--- src/rtl/rng_ram_arbiter.sv ---
// Round-robin arbiter sharing the RNG key RAM Wishbone port B between NREQ
// single-beat requesters, with a strobe-to-ack timeout that aborts hung transfers.
module rng_ram_arbiter #(
  parameter int NREQ    = 4,
  parameter int AW      = 9,
  parameter int DW      = 32,
  parameter int TIMEOUT = 15
) (
  input  logic               clk,
  input  logic               rst,
  input  logic [NREQ-1:0]    req_i,
  input  logic [4*NREQ-1:0]  req_we_i,
  input  logic [AW*NREQ-1:0] req_addr_i,
  input  logic [DW*NREQ-1:0] req_wdata_i,
  output logic [NREQ-1:0]    req_ack_o,
  output logic [NREQ-1:0]    req_err_o,
  output logic [DW-1:0]      req_rdata_o,
  output logic               m_cyc_o,
  output logic               m_stb_o,
  output logic [3:0]         m_we_o,
  output logic [AW-1:0]      m_addr_o,
  output logic [DW-1:0]      m_data_o,
  input  logic               m_ack_i,
  input  logic               m_stall_i,
  input  logic [DW-1:0]      m_data_i,
  output logic [1:0]         dbg_state_o
);

  // Handshakes: req_i is a level held until the one-cycle ack/err pulse; the
  // Wishbone strobe is accepted in a cycle with m_stb_o=1 and m_stall_i=0,
  // and the transfer completes on the first m_ack_i seen from acceptance on.
  typedef enum logic [1:0] {
    S_IDLE     = 2'd0,
    S_ISSUE    = 2'd1,
    S_WAIT_ACK = 2'd2,
    S_RESP     = 2'd3
  } state_t;

  localparam int            GW     = (NREQ > 1) ? $clog2(NREQ) : 1;
  localparam logic [GW:0]   NREQ_W = (GW+1)'(NREQ);
  localparam logic [GW-1:0] LAST   = GW'(NREQ - 1);
  localparam logic [7:0]    TMO    = 8'(TIMEOUT);

  state_t          r_state;
  logic [GW-1:0]   r_ptr;
  logic [GW-1:0]   r_gnt;
  logic [7:0]      r_cnt;
  logic            r_cyc;
  logic            r_stb;
  logic [3:0]      r_we;
  logic [AW-1:0]   r_addr;
  logic [DW-1:0]   r_wdata;
  logic [DW-1:0]   r_rdata;
  logic [NREQ-1:0] r_ack;
  logic [NREQ-1:0] r_err;

  logic [NREQ-1:0] w_rot;
  logic            w_any;
  logic [GW-1:0]   w_off;
  logic [GW:0]     w_sum;
  logic [GW-1:0]   w_sel;
  logic [GW-1:0]   w_ptr_nxt;
  logic [3:0]      w_we;
  logic [AW-1:0]   w_addr;
  logic [DW-1:0]   w_wdata;
  logic [NREQ-1:0] w_gnt_1h;
  logic            w_done;
  logic            w_tmo;

  // Rotate requests so bit 0 is the pointer position; the lowest set bit of
  // the rotated vector is then the round-robin winner's offset from ptr.
  assign w_rot = NREQ'({req_i, req_i} >> r_ptr);

  always_comb begin
    w_any = 1'b0;
    w_off = '0;
    for (int i = NREQ - 1; i >= 0; i--) begin
      if (w_rot[i]) begin
        w_any = 1'b1;
        w_off = GW'(i);
      end
    end
  end

  assign w_sum     = {1'b0, r_ptr} + {1'b0, w_off};
  assign w_sel     = (w_sum >= NREQ_W) ? GW'(w_sum - NREQ_W) : w_sum[GW-1:0];
  assign w_ptr_nxt = (w_sel == LAST) ? '0 : w_sel + GW'(1);

  always_comb begin
    w_we    = '0;
    w_addr  = '0;
    w_wdata = '0;
    for (int i = 0; i < NREQ; i++) begin
      if (w_sel == GW'(i)) begin
        w_we    = req_we_i[4*i +: 4];
        w_addr  = req_addr_i[AW*i +: AW];
        w_wdata = req_wdata_i[DW*i +: DW];
      end
    end
  end

  always_comb begin
    w_gnt_1h = '0;
    for (int i = 0; i < NREQ; i++) begin
      w_gnt_1h[i] = (r_gnt == GW'(i));
    end
  end

  // A stalled strobe cannot take an ack; once accepted any ack completes.
  assign w_done = m_ack_i &&
                  (((r_state == S_ISSUE) && !m_stall_i) || (r_state == S_WAIT_ACK));
  assign w_tmo  = (r_cnt + 8'd1) == TMO;

  always_ff @(posedge clk or posedge rst) begin
    if (rst) begin
      r_state <= S_IDLE;
      r_ptr   <= '0;
      r_gnt   <= '0;
      r_cnt   <= '0;
      r_cyc   <= 1'b0;
      r_stb   <= 1'b0;
      r_we    <= '0;
      r_addr  <= '0;
      r_wdata <= '0;
      r_rdata <= '0;
      r_ack   <= '0;
      r_err   <= '0;
    end else begin
      r_ack <= '0;
      r_err <= '0;
      case (r_state)
        S_IDLE: begin
          if (w_any) begin
            r_gnt   <= w_sel;
            r_ptr   <= w_ptr_nxt;
            r_we    <= w_we;
            r_addr  <= w_addr;
            r_wdata <= w_wdata;
            r_cnt   <= '0;
            r_cyc   <= 1'b1;
            r_stb   <= 1'b1;
            r_state <= S_ISSUE;
          end
        end
        S_ISSUE, S_WAIT_ACK: begin
          r_cnt <= r_cnt + 8'd1;
          if (w_done) begin
            r_rdata <= m_data_i;
            r_ack   <= w_gnt_1h;
            r_cyc   <= 1'b0;
            r_stb   <= 1'b0;
            r_state <= S_RESP;
          end else if (w_tmo) begin
            r_err   <= w_gnt_1h;
            r_cyc   <= 1'b0;
            r_stb   <= 1'b0;
            r_state <= S_RESP;
          end else if ((r_state == S_ISSUE) && !m_stall_i) begin
            r_stb   <= 1'b0;
            r_state <= S_WAIT_ACK;
          end
        end
        S_RESP: begin
          r_state <= S_IDLE;
        end
        default: begin
          r_state <= S_IDLE;
        end
      endcase
    end
  end

  assign req_ack_o   = r_ack;
  assign req_err_o   = r_err;
  assign req_rdata_o = r_rdata;
  assign m_cyc_o     = r_cyc;
  assign m_stb_o     = r_stb;
  assign m_we_o      = r_we;
  assign m_addr_o    = r_addr;
  assign m_data_o    = r_wdata;
  assign dbg_state_o = r_state;

endmodule

--- config.mk ---
export PLATFORM = sky130hd
export DESIGN_NAME = rng_ram_arbiter
export DESIGN_NICKNAME = d
export VERILOG_FILES = /design/src/rtl/rng_ram_arbiter.sv
export SDC_FILE = /design/constraint.sdc
export NUM_CORES = 1
export LEC_CHECK = 0
export ABC_AREA = 0
export CAP_MARGIN = 20
export CORE_UTILIZATION = 39
export DETAILED_ROUTE_END_ITERATION = 8
export GPL_ROUTABILITY_DRIVEN = 1
export PLACE_DENSITY = 0.88
export SYNTH_ARGS = -nofsm -noshare
export SYNTH_HDL_FRONTEND = slang
export SYNTH_SLANG_ARGS = --single-unit
--- constraint.sdc ---
create_clock -name clk -period 4.3 [get_ports clk]
set_input_delay 1.075 -clock clk [delete_from_list [all_inputs] [get_ports clk]]
set_output_delay 1.075 -clock clk [all_outputs]
set_load 0.02 [all_outputs]
==> results of run 1 <==
==> worst max-delay path, cell delays in order <==
cell             delay [ps]
clkdlybuf4s50_1         550
inv_1                    90
and3_1                  160
o21ai_0                 140
o2111ai_1               140
ha_1                    210
xnor2_1                 130
xnor2_1                 330
ha_2                    310
buf_4                   380
a221oi_1                170
nor3_1                  190
a21oi_1                  60
o21ai_0                 210
==> cells by family after synthesis <==
| family | after synthesis |
|---|---|
| compound gates | 172 |
| xor+xnor | 6 |
| fa+ha+maj | 12 |
| buf+inv | 56 |
| flops | 101 |
| mux | 34 |
| simple gates | 196 |
==> through the flow <==
stage               total power (uW)  setup WS, ps  hold slack, ps  utilization, %
floorplan                       4970           578             470               -
global placement                6710           129             461            64.9
detailed placement              6860          32.0             469            64.9
CTS                             7650           369             486            67.0
global route                    8240          44.4             516            67.0
finish                          7600           369             483            67.0
==> cell usage after synthesis, types with 3 or more instances <==
cell / count / area [um^2]
buf_2: 8 / 40.0
mux2_2: 34 / 383
nor2b_1: 46 / 288
a221oi_1: 44 / 385
nand3_1: 5 / 25.0
clkbuf_2: 4 / 20.0
ha_1: 12 / 150
nand2b_1: 5 / 31.3
buf_6: 3 / 33.8
o21ai_0: 61 / 305
a21oi_1: 50 / 250
xor2_1: 3 / 26.3
xnor2_1: 3 / 26.3
nor2_1: 18 / 67.6
clkbuf_1: 29 / 109
nand2_1: 58 / 218
o31ai_1: 3 / 22.5
nor3_1: 49 / 245
inv_1: 9 / 33.8
dfrtp_1: 101 / 2530
==> state kept, by name, summed over array words and instances, names as in the netlist <==
| name | cells |
|---|---|
| m_data_o | 32 |
| dbg_state_o | 2 |
| m_stb_o | 1 |
| req_err_o | 4 |
| r_gnt | 2 |
| m_we_o | 4 |
| req_ack_o | 4 |
| r_ptr | 2 |
| req_rdata_o | 32 |
| r_cnt | 8 |
| m_cyc_o | 1 |
| m_addr_o | 9 |
==> cell type report <==
class	instances	area [um^2]	area share, %
repair buffers	322	3250	36.1
multi-input cells	420	2700	30.0
well taps	176	220	2.44
clock inverters	7	48.8	0.542
inverters	9	36.3	0.403
flip-flops and latches	101	2530	28.1
clock buffers	9	225	2.50
==> routing by layer <==
layer | global-route usage, % | routed length (um)
met1 | 31.9 | 7370
met2 | 43.9 | 9240
met3 | 7.03 | 1570
met4 | 10.7 | 750
met5 | 0 | 0
==> worst max-delay path by stage <==
stage / start / to / slack, ps / cells past startpoint
detailed placement: req_i[2] / m_data_o[17]$_DFFE_PP0P_ / 30 / 12
CTS: req_i[2] / m_addr_o[3]$_DFFE_PP0P_ / 370 / 12
global route: req_i[3] / m_addr_o[3]$_DFFE_PP0P_ / 40 / 14
finish: req_i[3] / m_data_o[6]$_DFFE_PP0P_ / 370 / 14
global placement: req_i[2] / m_addr_o[5]$_DFFE_PP0P_ / 130 / 13
floorplan: rst / dbg_state_o[0]$_DFFE_PP0P_ / 580 / 1
==> power by group <==
part | leakage (uW) | internal, uW | switching (uW)
clock network | 0.000136 | 395 | 369
registers | 0.00127 | 1370 | 284
logic | 0.00219 | 2380 | 2800
==> flow_summary.yaml, run 1 <==
cts:
  cts_buffer_depth: 2
  cts_setup_buffers: 0
  cts_resized: 0
  cts_tree: "yes"
  clkLatencyLatePin_ps: 340
  clockRootBuffer: "clkbuf_16"
  cts-htree-levels: 3
  cts_hold_buf: 0
  clock-sinks: 101
  numCtsBuffers: 9
  path_clk_slew_ps: 70
final_layout:
  fillers: 1090
  nets: 1095
  syn_to_final_growth_pct: 65.1
  layout_commonest_cell: "clkdlybuf4s50_1"
  drive_gt1_share_pct: 8.87
  n_antenna_cell: 0
  final_cells: 1044
  final_cell_area_um2: 9010
  layout_common_cells: "clkdlybuf4s50_1 (308), dfrtp_1 (101), o21ai_0 (61), nand2_1 (58), a21oi_1 (50)"
sta:
  slew_violations: 0
  rsz0062_at_grt: "no"
  setup_tns_ps: 0
  clock_skew_ps: 7.77
  final_hold_viol_count: 0
  fin_crit_ps: 3930
  tightest_slew_ps: 1070
  clock.fmax_ghz: 0.254
  slew_headroom_pct: 28.6
  setup_viol: 0
  final.period_utilization_pct: 91.4
drt:
  drt-pass1-iter-count: 4
  vias: 5652
  wl_per_cell_um: 18.1
  drc: 0
  drt_iter0_markers: 325
  wl_um: 18900
  viasPerCell: 5.41
  ant_nets: 0
logic_synthesis:
  yosys.area_share.simple_pct: 18.2
  synth_cells: 577
  synth_compound_area_share_pct: 20.0
  muxShareOfSynthArea_pct: 7.02
  synth_cell_types: 47
  ys_seq_area_share_pct: 46.3
  async_flop_share_pct: 100
  synth_xor_area_share_pct: 0.963
  synth_fp_nets: 809
  synth_top_family_by_area: "compound AO/OA/AOI/OAI gates"
  postSynthRegisterBits: 101
  mappedNetlistArea_um2: 5460
  yosys_warnings: 0
  avgSynthCellArea_um2: 9.46
  synthAdderAreaFrac_pct: 2.75
  synth_flop_cell: "dfrtp_1"
  synth_edf_count: 0
min_path:
  hold_depth: 2
  hp-class: "flip-flop to flip-flop"
  worst_hold_path.endpoint: "m_data_o[3]$_DFFE_PP0P_"
  min_from: "m_data_o[3]$_DFFE_PP0P_"
setup_path:
  crit_type: "input pin to flip-flop"
  endpoint_kind: "flip-flop"
  worstPathMaxFanout: 36
  rr_endpoint: "m_data_o[6]$_DFFE_PP0P_"
  regToRegStartpoint: "r_ptr[0]$_DFFE_PP0P_"
  worstPathArrival_ps: 4170
  cp-start-kind: "input pin"
  r2r_cells: 11
  cp_data_required_time_ps: 4540
  r2r_slack_ps: 1110
die:
  dieHeight_um: 120
  core-area_um2: 13500
  fp.dieW_um: 120
  die_area_um2: 14500
  start_util_pct: 40.6
  ios: 309
  rows: 42
global_route:
  grt_pass1_vias: 5601
  grt_overflow_total: 0
  grt_usage_pct: 26.2
  grt_max_degree: 53
  grt_pass1_wl_um: 29500
  antenna_found_initial: 0
placement:
  dpl_cell_area_um2: 8740
  portBuffers: 308
  post-place-cells: 1028
  place_congestion: 0.903
  hpwl_um: 14300
power_and_ir_drop:
  power.static_leakage_uw: 0.00360
  peakVddDrop_mv: 0.572
  power_density_nw_per_um2: 844
flow_run:
  cap_violations: 0
run_status:
  outcome: "finished, final reports clean"
(Power assumes the default switching activity.)
==> run 2: changes to the inputs <==
SETUP_SLACK_MARGIN = 0.3   (was unset)
==> flow_summary.yaml, run 2 (synthesis results as in run 1) <==
placement:
  place_congestion: 0.903
  hpwl_um: 14300
  portBuffers: 308
  dp_slack_ps: 32.0
sta:
  slew_violations: 0
  final.period_utilization_pct: 86.9
  final_hold_viol_count: 0
  setup_viol: 0
  setup_tns_ps: 0
  fin_crit_ps: 3740
  clock.fmax_ghz: 0.268
  slew_headroom_pct: 28.8
  clock_skew_ps: 9.11
  fin_ws_ps: 563
  rsz0062_at_grt: "yes"
  tightest_slew_ps: 1060
cts:
  clock-sinks: 101
  cts_setup_buffers: 0
  path_clk_slew_ps: 80
  clkLatencyLatePin_ps: 340
  cts_buffer_depth: 2
  cts-htree-levels: 3
  numCtsBuffers: 9
  clockRootBuffer: "clkbuf_16"
  cts_tree: "yes"
final_layout:
  n_antenna_cell: 0
  nets: 1096
  drive_gt1_share_pct: 9.44
  syn_to_final_growth_pct: 66.1
  layout_commonest_cell: "clkdlybuf4s50_1"
  fillers: 1081
  layout_common_cells: "clkdlybuf4s50_1 (308), dfrtp_1 (101), o21ai_0 (60), nand2_1 (58), a21oi_1 (50)"
setup_path:
  crit_type: "input pin to flip-flop"
  crit_cells: 15
  cp-start-kind: "input pin"
  cp_data_required_time_ps: 4500
  slowest_delay_ps: 540
  cpMaxStageDelayCell: "clkdlybuf4s50_1"
  worstPathCellList: "clkdlybuf4s50_1, inv_1, and3_1, o21ai_0, o2111ai_1, ha_1, xnor2_2, xnor2_2, ha_2, nor2b_4, clkbuf_16, a221oi_1, nor3_1, a21oi_1, o21ai_0"
  crit_buf_inv: 3
  endpoint_kind: "flip-flop"
  rr_endpoint: "m_data_o[31]$_DFFE_PP0P_"
  worstPathMaxFanout: 22
  r2r_cells: 12
  crit_family: "buffers and inverters"
  worstPathArrival_ps: 3940
  r2r_slack_ps: 1310
  regToRegStartpoint: "r_ptr[0]$_DFFE_PP0P_"
global_route:
  antenna_found_initial: 0
  busiest_layer: "met2"
  grt_usage_pct: 26.2
  grt_pass1_vias: 5601
  grtUsageMet2_pct: 43.9
  grt_overflow_total: 0
  grt_pass1_wl_um: 29500
  grt_max_degree: 53
  grt_use_met1_pct: 31.9
  met3_usage_pct: 7.03
die:
  die_area_um2: 14500
  ios: 309
  fp.dieW_um: 120
  dieHeight_um: 120
  start_util_pct: 40.6
  core-area_um2: 13500
  rows: 42
drt:
  wl_um: 19300
  wl_per_cell_um: 18.4
  ant_nets: 0
  drc: 0
  drt_iter0_markers: 333
  vias: 5670
  viasPerCell: 5.43
  drt-pass1-iter-count: 4
min_path:
  worst_hold_path.endpoint: "m_addr_o[5]$_DFFE_PP0P_"
  hp-class: "flip-flop to flip-flop"
  min_from: "m_addr_o[5]$_DFFE_PP0P_"
  hold_depth: 2
power_and_ir_drop:
  power_uw: 7740
  clkPwrFrac_pct: 9.9
  p_comb_share_pct: 68.8
  power_density_nw_per_um2: 854
  p_seq_share_pct: 21.4
  p_switching_uw: 3510
  switching_share_pct: 45.4
  peakVddDrop_mv: 0.568
  p_int_uw: 4230
  power.static_leakage_uw: 0.00362
run_status:
  outcome: "finished, final reports clean"
flow_run:
  cap_violations: 0
-- run 2: cell types whose count changed in the layout (fill, tap and decap cells not counted), sizes merged --
cell    change
clkbuf      +1
-- run 2: area by class of cell --
class,count,area (um^2),area share (%)
inverters,9,36.3,0.400
multi-input cells,420,2730,30.1
clock buffers,9,225,2.48
flip-flops and latches,101,2530,27.9
repair buffers,323,3280,36.2
clock inverters,7,48.8,0.538
well taps,176,220,2.43
-- run 2: per-layer routing --
layer | vias up | wire length (um)
met2 | 290 | 9620
met1 | 2662 | 7400
li1 | 2672 | -
met5 | - | 0
met3 | 46 | 1560
met4 | 0 | 692
-- run 2: power by group through the flow --
| stage | Sequential, uW | Clock, uW | Combinational, uW |
|---|---|---|---|
| final | 1660 | 763 | 5330 |
| after detailed placement | 1660 | 0 | 5200 |
| after global placement | 1640 | 0 | 5070 |
| after CTS | 1650 | 773 | 5220 |
| after floorplan | 2040 | 0 | 2930 |
| after global routing | 1700 | 820 | 5870 |
-- run 2: worst register-to-register path: stages (launching register included) --
cell and delay, ps:
dfrtp_1 500, or4_1 560, o2111ai_1 100, ha_1 230, xnor2_2 90, xnor2_2 230, ha_2 290, nor2b_4 70
clkbuf_16 190, a221oi_1 320, nor3_1 100, a21oi_1 120, o21ai_0 80
-- run 2: worst max path at each step --
| stage | slack [ps] | startpoint | to |
|---|---|---|---|
| after floorplan | 580 | rst | dbg_state_o[0]$_DFFE_PP0P_ |
| after detailed placement | 30 | req_i[2] | m_data_o[17]$_DFFE_PP0P_ |
| after global placement | 130 | req_i[2] | m_addr_o[5]$_DFFE_PP0P_ |
| after global routing | 280 | req_i[3] | m_addr_o[3]$_DFFE_PP0P_ |
| after CTS | 370 | req_i[2] | m_addr_o[3]$_DFFE_PP0P_ |
| final | 560 | req_i[3] | m_data_o[31]$_DFFE_PP0P_ |
-- run 2: repair_timing --
item                       in CTS  in global routing
hold buffers                    0                  0
gates resized for setup         0                  6
setup endpoints to repair       0                 42
-- run 2: stage by stage --
step           std cells  utilization [%]  cell area [um^2]  hold WS [ps]
3_5_place_dp        1028             64.9              8740           469
5_1_grt             1045             67.4              9060           516
6_report            1045             67.4              9060           483
2_1_floorplan        577                -              5460           470
4_1_cts             1044             67.0              9010           486
3_3_place_gp        1028             64.9              8740           461
